==> src/rtl/dpram_port_if.sv <==
// rtl/dpram_port_if.sv - request/response port of the pseudo dual-port RAM mux
interface dpram_port_if #(
    parameter int AW = 8,
    parameter int DW = 16
);
    logic          req;
    logic          we;
    logic [AW-1:0] addr;
    logic [DW-1:0] wdata;
    logic          ready;
    logic          rvalid;
    logic [DW-1:0] rdata;

    modport master (
        output req, we, addr, wdata,
        input  ready, rvalid, rdata
    );

    modport slave (
        input  req, we, addr, wdata,
        output ready, rvalid, rdata
    );
endinterface

==> src/rtl/dpram_port_mux.sv <==
// rtl/dpram_port_mux.sv - time-multiplexes ports A/B onto one single-port SRAM on the doubled clock
module dpram_port_mux #(
    parameter int AW              = 8,
    parameter int DW              = 16,
    parameter int RD_LAT          = 1,
    parameter int WORK_CONSERVING = 1
) (
    input  logic          clk,
    input  logic          rst_n,
    dpram_port_if.slave   a,
    dpram_port_if.slave   b,
    output logic          slot,
    output logic          sram_ce,
    output logic          sram_we,
    output logic [AW-1:0] sram_addr,
    output logic [DW-1:0] sram_wdata,
    input  logic [DW-1:0] sram_rdata
);

    // Stage 0 of the tag pipe lines up with the registered SRAM command; the
    // remaining RD_LAT+1 stages cover the SRAM latency plus the capture edge.
    localparam int   NTAG = RD_LAT + 2;
    localparam logic WC   = (WORK_CONSERVING != 0);

    if (RD_LAT < 1 || RD_LAT > 4) begin : g_rd_lat_check
        $error("dpram_port_mux: RD_LAT must be in 1..4");
    end

    typedef enum logic {
        SLOT_A = 1'b0,
        SLOT_B = 1'b1
    } slot_e;

    slot_e           slot_q;
    slot_e           slot_d;
    logic            a_rdy;
    logic            b_rdy;
    logic            a_acc;
    logic            b_acc;
    logic            rd_acc;
    logic [NTAG-1:0] tag_v;
    logic [NTAG-1:0] tag_b;
    logic            a_rv_q;
    logic            b_rv_q;
    logic [DW-1:0]   a_rd_q;
    logic [DW-1:0]   b_rd_q;

    always_ff @(posedge clk or negedge rst_n) begin
        if (!rst_n) begin
            slot_q <= SLOT_A;
        end else begin
            slot_q <= slot_d;
        end
    end

    // Slot owner always wins; the other port may borrow only an idle slot.
    always_comb begin
        slot_d = (slot_q == SLOT_A) ? SLOT_B : SLOT_A;
        a_rdy  = 1'b0;
        b_rdy  = 1'b0;
        if (rst_n) begin
            if (slot_q == SLOT_A) begin
                a_rdy = 1'b1;
                b_rdy = WC && !a.req;
            end else begin
                b_rdy = 1'b1;
                a_rdy = WC && !b.req;
            end
        end
    end

    assign a_acc  = a.req && a_rdy;
    assign b_acc  = b.req && b_rdy;
    assign rd_acc = (a_acc && !a.we) || (b_acc && !b.we);
    assign slot   = (slot_q == SLOT_B);

    always_ff @(posedge clk or negedge rst_n) begin
        if (!rst_n) begin
            sram_ce    <= 1'b0;
            sram_we    <= 1'b0;
            sram_addr  <= '0;
            sram_wdata <= '0;
        end else begin
            sram_ce <= a_acc || b_acc;
            if (a_acc) begin
                sram_we    <= a.we;
                sram_addr  <= a.addr;
                sram_wdata <= a.wdata;
            end else if (b_acc) begin
                sram_we    <= b.we;
                sram_addr  <= b.addr;
                sram_wdata <= b.wdata;
            end else begin
                sram_we <= 1'b0;
            end
        end
    end

    always_ff @(posedge clk or negedge rst_n) begin
        if (!rst_n) begin
            tag_v  <= '0;
            tag_b  <= '0;
            a_rv_q <= 1'b0;
            b_rv_q <= 1'b0;
            a_rd_q <= '0;
            b_rd_q <= '0;
        end else begin
            tag_v  <= {tag_v[NTAG-2:0], rd_acc};
            tag_b  <= {tag_b[NTAG-2:0], b_acc};
            a_rv_q <= tag_v[NTAG-1] && !tag_b[NTAG-1];
            b_rv_q <= tag_v[NTAG-1] && tag_b[NTAG-1];
            if (tag_v[NTAG-1] && !tag_b[NTAG-1]) begin
                a_rd_q <= sram_rdata;
            end
            if (tag_v[NTAG-1] && tag_b[NTAG-1]) begin
                b_rd_q <= sram_rdata;
            end
        end
    end

    assign a.ready  = a_rdy;
    assign b.ready  = b_rdy;
    assign a.rvalid = a_rv_q;
    assign b.rvalid = b_rv_q;
    assign a.rdata  = a_rd_q;
    assign b.rdata  = b_rd_q;

endmodule
==> src/flat_wrapper.sv <==
// flat-port wrapper written by rule: the top's interface ports become plain ports
module dpram_port_mux_flat 
#(
    parameter int AW              = 8,
    parameter int DW              = 16,
    parameter int RD_LAT          = 1,
    parameter int WORK_CONSERVING = 1
)
  (clk, rst_n, slot, sram_ce, sram_we, sram_addr, sram_wdata, sram_rdata, a_req, a_we, a_addr, a_wdata, a_ready, a_rvalid, a_rdata, b_req, b_we, b_addr, b_wdata, b_ready, b_rvalid, b_rdata);
  dpram_port_if #(.AW(AW), .DW(DW)) a_i ();
  dpram_port_if #(.AW(AW), .DW(DW)) b_i ();
  input  logic clk;
  input  logic rst_n;
  output logic slot;
  output logic sram_ce;
  output logic sram_we;
  output logic [AW-1:0] sram_addr;
  output logic [DW-1:0] sram_wdata;
  input  logic [DW-1:0] sram_rdata;
  input wire logic [$bits(a_i.req)-1:0] a_req;
  input wire logic [$bits(a_i.we)-1:0] a_we;
  input wire logic [$bits(a_i.addr)-1:0] a_addr;
  input wire logic [$bits(a_i.wdata)-1:0] a_wdata;
  output wire logic [$bits(a_i.ready)-1:0] a_ready;
  output wire logic [$bits(a_i.rvalid)-1:0] a_rvalid;
  output wire logic [$bits(a_i.rdata)-1:0] a_rdata;
  input wire logic [$bits(b_i.req)-1:0] b_req;
  input wire logic [$bits(b_i.we)-1:0] b_we;
  input wire logic [$bits(b_i.addr)-1:0] b_addr;
  input wire logic [$bits(b_i.wdata)-1:0] b_wdata;
  output wire logic [$bits(b_i.ready)-1:0] b_ready;
  output wire logic [$bits(b_i.rvalid)-1:0] b_rvalid;
  output wire logic [$bits(b_i.rdata)-1:0] b_rdata;
  assign a_i.req = a_req;
  assign a_i.we = a_we;
  assign a_i.addr = a_addr;
  assign a_i.wdata = a_wdata;
  assign a_ready = a_i.ready;
  assign a_rvalid = a_i.rvalid;
  assign a_rdata = a_i.rdata;
  assign b_i.req = b_req;
  assign b_i.we = b_we;
  assign b_i.addr = b_addr;
  assign b_i.wdata = b_wdata;
  assign b_ready = b_i.ready;
  assign b_rvalid = b_i.rvalid;
  assign b_rdata = b_i.rdata;
  dpram_port_mux #(.AW(AW), .DW(DW), .RD_LAT(RD_LAT), .WORK_CONSERVING(WORK_CONSERVING)) u_core (.clk(clk), .rst_n(rst_n), .a(a_i), .b(b_i), .slot(slot), .sram_ce(sram_ce), .sram_we(sram_we), .sram_addr(sram_addr), .sram_wdata(sram_wdata), .sram_rdata(sram_rdata));
endmodule
==> config.mk <==
export PLATFORM = sky130hd
export DESIGN_NAME = dpram_port_mux_flat
export DESIGN_NICKNAME = d
export VERILOG_FILES = /design/src/rtl/dpram_port_if.sv /design/src/rtl/dpram_port_mux.sv /design/src/flat_wrapper.sv
export SDC_FILE = /design/constraint.sdc
export NUM_CORES = 1
export LEC_CHECK = 0
export CORE_MARGIN = 10
export CORE_UTILIZATION = 36
export CTS_BUF_LIST = sky130_fd_sc_hd__clkbuf_8 sky130_fd_sc_hd__clkbuf_16
export CTS_CLUSTER_SIZE = 12
export DETAILED_ROUTE_END_ITERATION = 10
export PLACE_DENSITY_LB_ADDON = 0.2
export SLEW_MARGIN = 10
export SYNTH_ARGS = -nofsm -noshare
export SYNTH_HDL_FRONTEND = slang
export SYNTH_SLANG_ARGS = --single-unit
==> constraint.sdc <==
create_clock -name clk -period 1.2 [get_ports clk]
set_input_delay 0.18 -clock clk [delete_from_list [all_inputs] [get_ports clk]]
set_output_delay 0.18 -clock clk [all_outputs]
set_load 0.03 [all_outputs]
* After elaboration in Yosys (flattened, before gate mapping)
Index checks and enable logic that the tools add are counted.
Word-level totals: bits in registers 67, input port bits 70, output and inout bits 63
Cells by class: reduce and logical (&&, ||, !) cells 14, mux-type cells 11
Operators by type and width (number):
- 16-bit 2-to-1 mux | 2
- 8-bit 2-to-1 mux | 2
- 1-bit 2-to-1 mux | 7
- 1-bit logical AND | 6
- 1-bit zero test | 5
- 1-bit logical OR | 2
- 2-bit nonzero test | 1

* Depth between registers and ports, before layout
depth in word-level cells 6, mapped depth 5, mapped depth without buffers 3

* Worst setup path after synthesis
OpenSTA, ideal clock, no wires.
path kind reg2out, start point register u_core.slot_q, in the netlist u_core.slot, end point output b_ready, arrival 1.217 ns, cell stages (with the launch flop) 3, setup slack -0.197 ns, cells stage by stage dfrtp_1 -> inv_1 -> a21oi_1
Between the ends: word-level cells in the longest chain between the ends 2
Ends and longest elaborated chain:
- start, declared | RTL line dpram_port_mux.sv:34 | slot_e slot_q;
- start signal, assigned | RTL line dpram_port_mux.sv:52 | slot_q <= slot_d;
- 1-bit 2-to-1 mux | RTL line dpram_port_mux.sv:62 | if (slot_q == SLOT_A) begin
- 1-bit 2-to-1 mux | RTL line dpram_port_mux.sv:61 | if (rst_n) begin
- end, declared | RTL line flat_wrapper.sv:31 | output wire logic [$bits(b_i.ready)-1:0] b_ready;
No other way between the ends.

* Worst setup path after layout
Same ends and word-level chain as after synthesis.

==> flow_metrics.py <==
metrics = {
    "clock_network": {
        "clock-sinks": 67,
        "clock-root-buffer": "clkbuf_8",
        "cts_tree": "done",
        "clk_latency_ns": 0.33,
        "numCtsBuffers": 9,
        "clock_path_buffers": 2,
        "path_clk_slew_ns": 0.07,
        "h-tree-depth": 3,
    },
    "floorplanning": {
        "io_pins": 133,
        "fp.dieArea_sq_um": 11400,
        "rows": 31,
        "core_area_sq_um": 7290,
        "die_w_microns": 107,
        "initial_utilization_pct": 37.3,
        "die_h_microns": 107,
    },
    "routing": {
        "post-route-drc-count": 0,
        "dr.pass1.iters": 4,
        "first_iter_violations": 51,
        "vias": 2337,
        "ant_nets": 0,
        "routed_via_density": 4.75,
        "routedWlPerCell_microns": 17.3,
        "drt-total-wl_microns": 8500,
    },
    "worst_setup_path": {
        "critPathArrivalTime_ns": 1.14,
        "start_kind": "flop",
        "required_ns": 1.02,
        "path_max_fanout": 4,
        "r2r-end": "u_core.sram_wdata[3]",
        "rr_worst_depth": 5,
        "crit_type": "reg2out",
        "rrSetupSlack_ns": -0.11,
        "r2r_start": "u_core.slot",
        "end_kind": "output port",
    },
    "logic_synthesis": {
        "postSynthCellCount": 227,
        "syn-num-nets": 297,
        "synthArstFlopShare_pct": 100,
        "ys.flop_type": "dfrtp_1",
        "synth.avg_cell_area_sq_um": 12.0,
        "synth_area_leaders": "dfrtp_1 62%, mux2_1 13%, a31oi_1 5.5%",
        "syn-cell-area_sq_um": 2720,
        "synth_top_area_share_pct": 61.6,
        "synth_cell_type_count": 23,
        "synth_edf_count": 0,
        "yosys-top-cells-count": "67 x dfrtp_1, 32 x mux2_1, 25 x nor2_1",
        "yosys.area.top_type": "dfrtp_1",
        "synth_most_common_cell": "dfrtp_1",
        "yosys_warnings": 0,
        "synth-seq-cells": 67,
        "ys_seq_area_share_pct": 61.6,
    },
    "final_layout": {
        "finalNetCount": 458,
        "final_area_sq_um": 4790,
        "seq_area_sq_um": 1680,
        "nFillCells": 565,
        "area_delta_synth_final_pct": 76.0,
        "diodes": 0,
        "multi_input_area_sq_um": 1160,
        "drive_above_1_share_pct": 43.5,
    },
    "sta": {
        "hold_viol_final": 0,
        "tns_ns": -3.03,
        "post-route-min-period_ns": 1.32,
        "period_share_pct": 110,
        "setup_ws_ns": -0.123,
        "max-slew-margin-rel_pct": 52.3,
        "rsz0062_at_grt": "true",
        "clock-skew-final_ns": 0.00961,
        "whs_ns": 0.0694,
        "finalSetupViolCount": 47,
        "slew_violations": 0,
        "fmax_mhz": 756,
        "worst_pin_slew_ns": 0.715,
    },
    "outcome": {
        "outcome": "finished, violations left",
        "violations": "setup timing",
    },
    "grt": {
        "first_global_vias": 2606,
        "antenna_found_initial": 0,
        "grt_pass1_wl_microns": 13000,
        "grt_max_degree": 60,
        "grt_use_total_pct": 14.3,
        "grt-ovfl-total": 0,
    },
    "place": {
        "globalplace.congestion": 0.745,
        "dpl_cell_area_sq_um": 4160,
        "dpl.hpwl_microns": 5930,
        "numPortBuffers": 132,
    },
    "power_and_ir_drop": {
        "p_leak_nw": 2.19,
        "power_density_nw_per_um2": 1510,
        "peakVddDrop_uv": 531,
        "totalPowerFinal_w": 0.00722,
    },
    "job": {
        "cap_viol_max_count": 0,
    },
    "hold_path": {
        "hold_path_class": "in2async",
    },
}
[area by class of cell]
cell class	count	share of cell area, %
Clock buffer	10	2.87
Inverter	3	0.287
Tap cell	99	2.59
Timing Repair Buffer	165	33.9
Sequential cell	67	35.0
Multi-Input combinational cell	142	24.3
Clock inverter	6	1.04
[placed cells by master (no fill, tap or decap)]
| master | Yosys | final |
|---|---|---|
| buf_4 | 4 | 69 |
| clkdlybuf4s50_1 | 0 | 67 |
| dfrtp_1 | 67 | 66 |
| mux2_4 | 0 | 32 |
| nor2_1 | 25 | 25 |
| nand2_1 | 24 | 24 |
| a31oi_1 | 24 | 24 |
| o21ai_2 | 0 | 20 |
| buf_6 | 5 | 12 |
| clkbuf_8 | 0 | 10 |
| buf_12 | 0 | 8 |
| inv_1 | 2 | 5 |
| o21ai_1 | 24 | 3 |
| clkdlybuf4s15_2 | 0 | 3 |
| nand2b_1 | 2 | 2 |
| clkbuf_16 | 0 | 2 |
| inv_2 | 1 | 1 |
| a21oi_4 | 0 | 1 |
| inv_4 | 0 | 1 |
| a21oi_2 | 0 | 1 |
| and3_1 | 1 | 1 |
| o21a_2 | 1 | 1 |
| nand3b_1 | 1 | 1 |
| a21boi_4 | 1 | 1 |
| a21oi_1 | 3 | 1 |
| nor2b_4 | 0 | 1 |
| nand2_8 | 0 | 1 |
| a32oi_1 | 1 | 1 |
| a21bo_4 | 1 | 1 |
| o21ai_4 | 0 | 1 |
| clkinv_2 | 0 | 1 |
| bufinv_16 | 0 | 1 |
| buf_16 | 0 | 1 |
| dlygate4sd3_1 | 0 | 1 |
| dlymetal6s2s_1 | 0 | 1 |
| buf_2 | 3 | 1 |
| dfrtp_2 | 0 | 1 |
[kinds of logic after synthesis]
group           count (synthesis)  synth area share (%)
compound gates                 55                  12.4
buf+inv                        18                  4.55
flops                          67                  61.6
mux                            32                  13.2
simple gates                   55                  8.18
[state kept, by name, indices dropped and copies added, names as in the netlist]
register and flops:
u_core.sram_wdata 16, u_core.slot 1, u_core.b.rdata 16, u_core.sram_ce 1, u_core.a.rvalid 1, u_core.sram_we 1, u_core.tag_b 3, u_core.tag_v 3
u_core.b.rvalid 1, u_core.a.rdata 16, u_core.sram_addr 8
[power by group]
group | total [W] | leakage [nW] | switching, W | internal [W]
sequential | 0.00286 | 0.780 | 0.000224 | 0.00264
combinational | 0.00256 | 1.30 | 0.00134 | 0.00122
clock | 0.00179 | 0.111 | 0.000808 | 0.000985
total | 0.00722 | 2.19 | 0.00237 | 0.00484
[routing by layer]
layer | share of wire [%] | track usage [%] | vias up
met1 | 42 | 16.6 | 1114
li1 | - | - | 1114
met5 | 0 | 0 | -
met3 | 11 | 7.54 | 7
met4 | 0.62 | 5.32 | 0
met2 | 46 | 22.0 | 102
[through the flow]
step                setup WS [ns]  std cells  utilization [%]
floorplan                 -0.0117        227                -
global placement           -0.333        465             57.0
detailed placement         -0.393        465             57.0
CTS                        -0.151        488             63.6
global route               -0.179        492             65.7
finish                     -0.123        492             65.7
[worst max-delay path by stage]
stage | startpoint | end | slack (ns) | cells past startpoint
6_report | u_core.slot | b_ready | -0.12 | 4
5_1_grt | u_core.slot | b_ready | -0.18 | 4
4_1_cts | u_core.slot | a_ready | -0.15 | 3
3_5_place_dp | b_req | u_core.sram_wdata[7] | -0.39 | 5
3_3_place_gp | b_req | u_core.sram_wdata[3] | -0.33 | 5
2_1_floorplan | u_core.slot | u_core.sram_wdata[10] | -0.01 | 4
[worst max-delay path: stages, from the launching register on]
cell and delay [ns]:
dfrtp_2 0.37, buf_6 0.12, inv_4 0.03, a21oi_2 0.14
buf_6 0.15
[what timing repair did]
item / 4_1_cts / 5_1_grt
pin swaps: 6 / 11
buffers inserted: 4 / 2
gates cloned: 2 / 3
setup endpoints to repair: 42 / 61
gates resized for setup: 61 / 27
hold buffers: 1 / 0
endpoints found under the hold margin: 8 / 0
Power figures use the tool's default switching activity.
